--- config.mk ---
export PLATFORM = sky130hd
export DESIGN_NAME = interpo_table_reader
export DESIGN_NICKNAME = d
export VERILOG_FILES = /design/src/rtl/interpo_table_reader.sv
export SDC_FILE = /design/constraint.sdc
export NUM_CORES = 1
export LEC_CHECK = 0
export ABC_AREA = 0
export CAP_MARGIN = 20
export CORE_MARGIN = 1
export CORE_UTILIZATION = 63
export DETAILED_ROUTE_END_ITERATION = 7
export HOLD_SLACK_MARGIN = 0.1
export PLACE_DENSITY = 0.86
export SLEW_MARGIN = 20
export SYNTH_ARGS = -nofsm -noshare
export SYNTH_HDL_FRONTEND = slang
export SYNTH_SLANG_ARGS = --single-unit
--- constraint.sdc ---
create_clock -name clk -period 11.5 [get_ports clk]
set_clock_uncertainty 0.05 [all_clocks]
set_input_delay 1.725 -clock clk [delete_from_list [all_inputs] [get_ports clk]]
set_output_delay 1.725 -clock clk [all_outputs]
set_load 0.1 [all_outputs]
--- src/rtl/interpo_table_reader.sv ---
// Streaming linear interpolator: fetches two adjacent entries of a cyclic table over a read-only RAM port.
// Define INTERPO_RD_ROUND_EN for round-half-up interpolation; the default build floors.
module interpo_table_reader #(
    parameter int unsigned DEPTH  = 40,
    parameter int unsigned ADDR_W = 6,
    parameter int unsigned FRAC_W = 8,
    parameter int unsigned DATA_W = 32
) (
    input  logic                     clk,
    input  logic                     reset,
    input  logic                     in_valid,
    output logic                     in_ready,
    input  logic [ADDR_W+FRAC_W-1:0] in_index,
    output logic                     out_valid,
    input  logic                     out_ready,
    output logic [DATA_W-1:0]        out_data,
    output logic                     range_err,
    input  logic                     err_clr,
    output logic [ADDR_W-1:0]        mem_address,
    output logic                     mem_chipselect,
    output logic                     mem_write,
    output logic [3:0]               mem_byteenable,
    output logic                     mem_clken,
    input  logic [DATA_W-1:0]        mem_readdata
);

    localparam int unsigned IDX_W  = ADDR_W + FRAC_W;
    localparam int unsigned DIFF_W = DATA_W + 1;
    localparam int unsigned PROD_W = DATA_W + FRAC_W + 2;

    localparam logic [ADDR_W-1:0] LAST_IDX = ADDR_W'(DEPTH - 1);
    localparam logic signed [PROD_W-1:0] SAT_MAX =
        {{(PROD_W-DATA_W+1){1'b0}}, {(DATA_W-1){1'b1}}};
    localparam logic signed [PROD_W-1:0] SAT_MIN =
        {{(PROD_W-DATA_W+1){1'b1}}, {(DATA_W-1){1'b0}}};

    typedef enum logic [2:0] {
        S_IDLE,
        S_RD0,
        S_RD1,
        S_CALC,
        S_OUT
    } state_t;

    state_t              state_q,     state_d;
    logic [ADDR_W-1:0]   idx_j_q,     idx_j_d;
    logic [FRAC_W-1:0]   frac_q,      frac_d;
    logic [DATA_W-1:0]   a_q,         a_d;
    logic [DATA_W-1:0]   out_data_q,  out_data_d;
    logic                out_valid_q, out_valid_d;
    logic                in_ready_q,  in_ready_d;
    logic                range_err_q, range_err_d;
    logic [ADDR_W-1:0]   mem_addr_q,  mem_addr_d;
    logic                mem_cs_q,    mem_cs_d;

    // Index decode: out-of-range integer parts collapse onto the last entry with zero fraction.
    logic [ADDR_W-1:0] int_c;
    logic              oor_c;
    logic [ADDR_W-1:0] idx_i_c;
    logic [ADDR_W-1:0] idx_j_c;
    logic [FRAC_W-1:0] frac_c;

    always_comb begin
        int_c   = in_index[IDX_W-1:FRAC_W];
        oor_c   = (int_c >= ADDR_W'(DEPTH));
        idx_i_c = oor_c ? LAST_IDX : int_c;
        frac_c  = oor_c ? '0 : in_index[FRAC_W-1:0];
        idx_j_c = (idx_i_c == LAST_IDX) ? '0 : ADDR_W'(idx_i_c + 1'b1);
    end

    // Interpolation datapath; b arrives straight from the RAM during CALC.
    logic signed [DIFF_W-1:0] diff_c;
    logic signed [PROD_W-1:0] prod_c;
    logic signed [PROD_W-1:0] prod_rnd_c;
    logic signed [PROD_W-1:0] step_c;
    logic signed [PROD_W-1:0] sum_c;
    logic [DATA_W-1:0]        y_c;

    always_comb begin
        diff_c = DIFF_W'($signed(mem_readdata)) - DIFF_W'($signed(a_q));
        prod_c = PROD_W'(diff_c) * PROD_W'($signed({1'b0, frac_q}));
`ifdef INTERPO_RD_ROUND_EN
        prod_rnd_c = prod_c + $signed({{(PROD_W-FRAC_W){1'b0}}, 1'b1, {(FRAC_W-1){1'b0}}});
`else
        prod_rnd_c = prod_c;
`endif
        step_c = prod_rnd_c >>> FRAC_W;
        sum_c  = PROD_W'($signed(a_q)) + step_c;
        if (sum_c > SAT_MAX) begin
            y_c = DATA_W'(SAT_MAX);
        end else if (sum_c < SAT_MIN) begin
            y_c = DATA_W'(SAT_MIN);
        end else begin
            y_c = DATA_W'(sum_c);
        end
    end

    always_comb begin
        state_d     = state_q;
        idx_j_d     = idx_j_q;
        frac_d      = frac_q;
        a_d         = a_q;
        out_data_d  = out_data_q;
        out_valid_d = out_valid_q;
        in_ready_d  = in_ready_q;
        range_err_d = range_err_q;
        mem_addr_d  = mem_addr_q;
        mem_cs_d    = mem_cs_q;

        // A new out-of-range accept overrides a simultaneous clear.
        if (err_clr) begin
            range_err_d = 1'b0;
        end

        case (state_q)
            S_IDLE: begin
                if (in_valid) begin
                    if (oor_c) begin
                        range_err_d = 1'b1;
                    end
                    idx_j_d    = idx_j_c;
                    frac_d     = frac_c;
                    mem_addr_d = idx_i_c;
                    mem_cs_d   = 1'b1;
                    in_ready_d = 1'b0;
                    state_d    = S_RD0;
                end
            end
            S_RD0: begin
                mem_addr_d = idx_j_q;
                mem_cs_d   = 1'b1;
                state_d    = S_RD1;
            end
            S_RD1: begin
                a_d      = mem_readdata;
                mem_cs_d = 1'b0;
                state_d  = S_CALC;
            end
            S_CALC: begin
                out_data_d  = y_c;
                out_valid_d = 1'b1;
                state_d     = S_OUT;
            end
            S_OUT: begin
                if (out_ready) begin
                    out_valid_d = 1'b0;
                    in_ready_d  = 1'b1;
                    state_d     = S_IDLE;
                end
            end
            default: begin
                out_valid_d = 1'b0;
                in_ready_d  = 1'b1;
                mem_cs_d    = 1'b0;
                state_d     = S_IDLE;
            end
        endcase
    end

    always_ff @(posedge clk or posedge reset) begin
        if (reset) begin
            state_q     <= S_IDLE;
            idx_j_q     <= '0;
            frac_q      <= '0;
            a_q         <= '0;
            out_data_q  <= '0;
            out_valid_q <= 1'b0;
            in_ready_q  <= 1'b1;
            range_err_q <= 1'b0;
            mem_addr_q  <= '0;
            mem_cs_q    <= 1'b0;
        end else begin
            state_q     <= state_d;
            idx_j_q     <= idx_j_d;
            frac_q      <= frac_d;
            a_q         <= a_d;
            out_data_q  <= out_data_d;
            out_valid_q <= out_valid_d;
            in_ready_q  <= in_ready_d;
            range_err_q <= range_err_d;
            mem_addr_q  <= mem_addr_d;
            mem_cs_q    <= mem_cs_d;
        end
    end

    assign in_ready       = in_ready_q;
    assign out_valid      = out_valid_q;
    assign out_data       = out_data_q;
    assign range_err      = range_err_q;
    assign mem_address    = mem_addr_q;
    assign mem_chipselect = mem_cs_q;
    assign mem_write      = 1'b0;
    assign mem_byteenable = 4'hF;
    assign mem_clken      = 1'b1;

endmodule

==> results <==
Yosys cell counts, types with 4 or more instances:
| master | count |
|---|---|
| a211oi_1 | 9 |
| a21o_1 | 41 |
| a21oi_1 | 80 |
| a21oi_2 | 32 |
| a221o_1 | 6 |
| a22o_1 | 12 |
| a311oi_1 | 5 |
| a31oi_1 | 11 |
| and2_1 | 149 |
| and3_1 | 11 |
| and3b_1 | 5 |
| buf_4 | 9 |
| buf_6 | 4 |
| clkbuf_1 | 46 |
| dfrtp_1 | 90 |
| fa_1 | 205 |
| ha_1 | 148 |
| inv_1 | 317 |
| nand2_1 | 178 |
| nand2_2 | 29 |
| nand2b_1 | 12 |
| nand3_1 | 20 |
| nand3b_1 | 6 |
| nand4_1 | 11 |
| nor2_1 | 94 |
| nor2b_1 | 19 |
| nor3_1 | 16 |
| nor3b_1 | 7 |
| o211ai_1 | 10 |
| o21a_1 | 17 |
| o21ai_0 | 66 |
| o21ai_1 | 14 |
| o21ai_2 | 5 |
| o21bai_1 | 6 |
| o31ai_1 | 4 |
| xnor2_1 | 59 |
| xor2_1 | 28 |
area by class of cell:
type,instances,share of cell area
Clock inverter,7,0.00406
Inverter,317,0.0656
Clock buffer,9,0.0124
Multi-Input combinational cell,1387,0.686
Sequential cell,91,0.125
Tap cell,330,0.0227
Timing Repair Buffer,157,0.0833
Antenna cell,1,0.000138
worst paths after layout:
path / cells past startpoint / slack (ps) / start / to
min in group asynchronous: 3 / 1750 / reset / idx_j_q[0]
max in group asynchronous: 4 / 9000 / reset / a_q[15]
worst max register to register: 44 / 1760 / a_q[1] / out_data[0]
worst min-delay path: 2 / 440 / mem_address[5] / mem_address[5]
worst min register to register: 2 / 440 / mem_address[5] / mem_address[5]
worst max-delay path: 45 / 400 / mem_readdata[0] / out_data[17]
state kept, by name (all words and copies together), names as in the netlist:
name	flops
idx_j_q	6
out_valid	1
in_ready	1
a_q	32
range_err	1
out_data	32
mem_chipselect	1
frac_q	8
mem_address	6
state_q	3
layout by cell type (no fill, tap or decap), types with 14 or more instances in the layout:
cell             instances
nor2b_1                 19
a21oi_2                 36
and2_1                 148
o21ai_0                 63
xnor2_1                 58
xor2_1                  28
nand3_1                 19
o21a_1                  17
a21o_1                  41
nand2_1                177
clkdlybuf4s50_1         92
buf_4                   58
ha_1                   143
inv_1                  316
dfrtp_1                 90
nor3_1                  14
nor2_1                  91
fa_1                   204
nand2_2                 30
o21ai_1                 15
a21oi_1                 76
per-layer routing:
metal  vias up  track usage
met5         -            0
met4         0        0.101
met3        78       0.0267
met2       405        0.564
met1      6639        0.382
li1       6184            -
worst register-to-register path: cells and delay by family (launching register included):
kind | cells | cell delay, ps
compound gates | 20 | 3840
fa+ha+maj | 7 | 2990
buf+inv | 9 | 1040
simple gates | 6 | 780
flops | 1 | 480
xor+xnor | 2 | 420
cells by family after synthesis:
logic type	Yosys count	share of synthesized area
compound gates	364	0.160
mux	3	0.00203
simple gates	574	0.184
xor+xnor	87	0.0475
fa+ha+maj	353	0.372
flops	91	0.142
buf+inv	380	0.0930
other cells	2	0.000469
through the flow:
step                TNS [ps]  instance area, µm²  setup WS [ps]  cells
floorplan                  0               16000           1040   1858
global placement           0               17500            155   2267
detailed placement     -4450               17500           -167   2268
CTS                        0               17800            162   2284
global route           -5760               18200           -203   2298
finish                     0               18200            396   2299
repair_timing:
item                                    in CTS  in global routing
hold buffers                                 0                  0
buffers inserted                             0                 12
endpoints found under the setup margin       0                 32
resized for setup                            0                 39
==> impl_metrics.py <==
metrics = {
    "setup_path": {
        "cp-start-kind": "primary input",
        "endpoint_kind": "flop",
        "worst-setup-path-type": "primary input to flop",
        "crit_family": "compound AO/OA/AOI/OAI gates",
        "crit_path_max_fanout": 8,
        "cpMostUsedCell": "a21o_1",
        "cpMaxStageDelayCell": "fa_1",
        "crit_buf_inv": 7,
        "cp.required_ps": 11720,
        "critPathMaxStageDelay_ps": 540,
        "worstPathArrival_ps": 11330,
    },
    "finish": {
        "fill_cells": 1874,
        "multi_input_area_um2": 12500,
        "postLayoutCoreUtil": 0.726,
        "drive_gt1_frac": 0.105,
        "register_area_um2": 2280,
        "fin_nets": 2367,
        "syn2layout_area_growth_pct": 13.3,
    },
    "routing": {
        "ant_nets": 0,
        "drcViolationCount": 0,
        "first_iter_violations": 933,
        "avgRoutedWirePerCell_um": 17.1,
        "vias": 13300,
        "routed.top_layer": "met4",
        "dr_wl_met2_um": 20600,
        "drt-met1-wl_um": 16000,
        "firstDrtPassIters": 5,
        "wl_met3_um": 1680,
        "totalWireLength_um": 39300,
        "vias_per_cell": 5.79,
    },
    "global_route": {
        "grt.total_usage": 0.308,
        "grt_max_degree": 65,
        "grt_pass1_wl_um": 65000,
        "antenna_found_initial": 0,
        "grt_pass1_vias": 13800,
        "grt_remaining_overflow": 0,
    },
    "synthesis": {
        "seq_area_frac_synth": 0.142,
        "syn_area_um2": 16000,
        "synthTopCellsByArea": "fa_1 (26%), dfrtp_1 (14%), ha_1 (12%)",
        "async_reset_ff_frac": 1.00,
        "synth_edf_count": 0,
        "synthFlopType": "dfrtp_1",
        "synth_top_area_cell": "fa_1",
        "ys_types": 87,
        "avgSynthCellArea_um2": 8.65,
        "synth_top_area_share": 0.256,
        "ys_ff_latch": 91,
        "yosys_warnings": 0,
        "synth_cells": 1854,
    },
    "place": {
        "hpwl_um": 30700,
        "gp_congestion": 0.936,
        "numPortBuffers": 92,
    },
    "clock_tree": {
        "cts_buffers": 9,
        "cts_tree": "built",
        "worstSkewPairLatency_ps": 350,
        "clk_pin_slew_ps": 80,
        "cts_buffer_depth": 2,
        "htree_num_levels": 3,
        "root_buffer": "clkbuf_16",
        "clock-sinks": 91,
    },
    "timing": {
        "drv_slew": 0,
        "fmax_ghz": 0.0901,
        "tightestPinTransition_ps": 1030,
        "finalCritPeriodShare": 0.966,
        "setup_violations": 0,
        "holdWs_ps": 436,
        "hold_viol": 0,
        "max_slew_margin": 0.313,
        "timing.final.crit_period_ps": 11100,
    },
    "die": {
        "die_y_um": 162,
        "rows": 58,
        "core_um2": 25000,
        "initial_utilization": 0.640,
        "die_area_um2": 26100,
        "die_w_um": 162,
        "io_pins": 99,
    },
    "status": {
        "run_status": "finished, final reports clean",
    },
    "flow_run": {
        "drv_cap": 0,
    },
    "min_path": {
        "min-delay-path-class": "flop to flop",
    },
}
Power of run 1 is left out: the tool's default activity adds up to more than one toggle a clock period on the data nets, which glitch-free logic cannot reach.
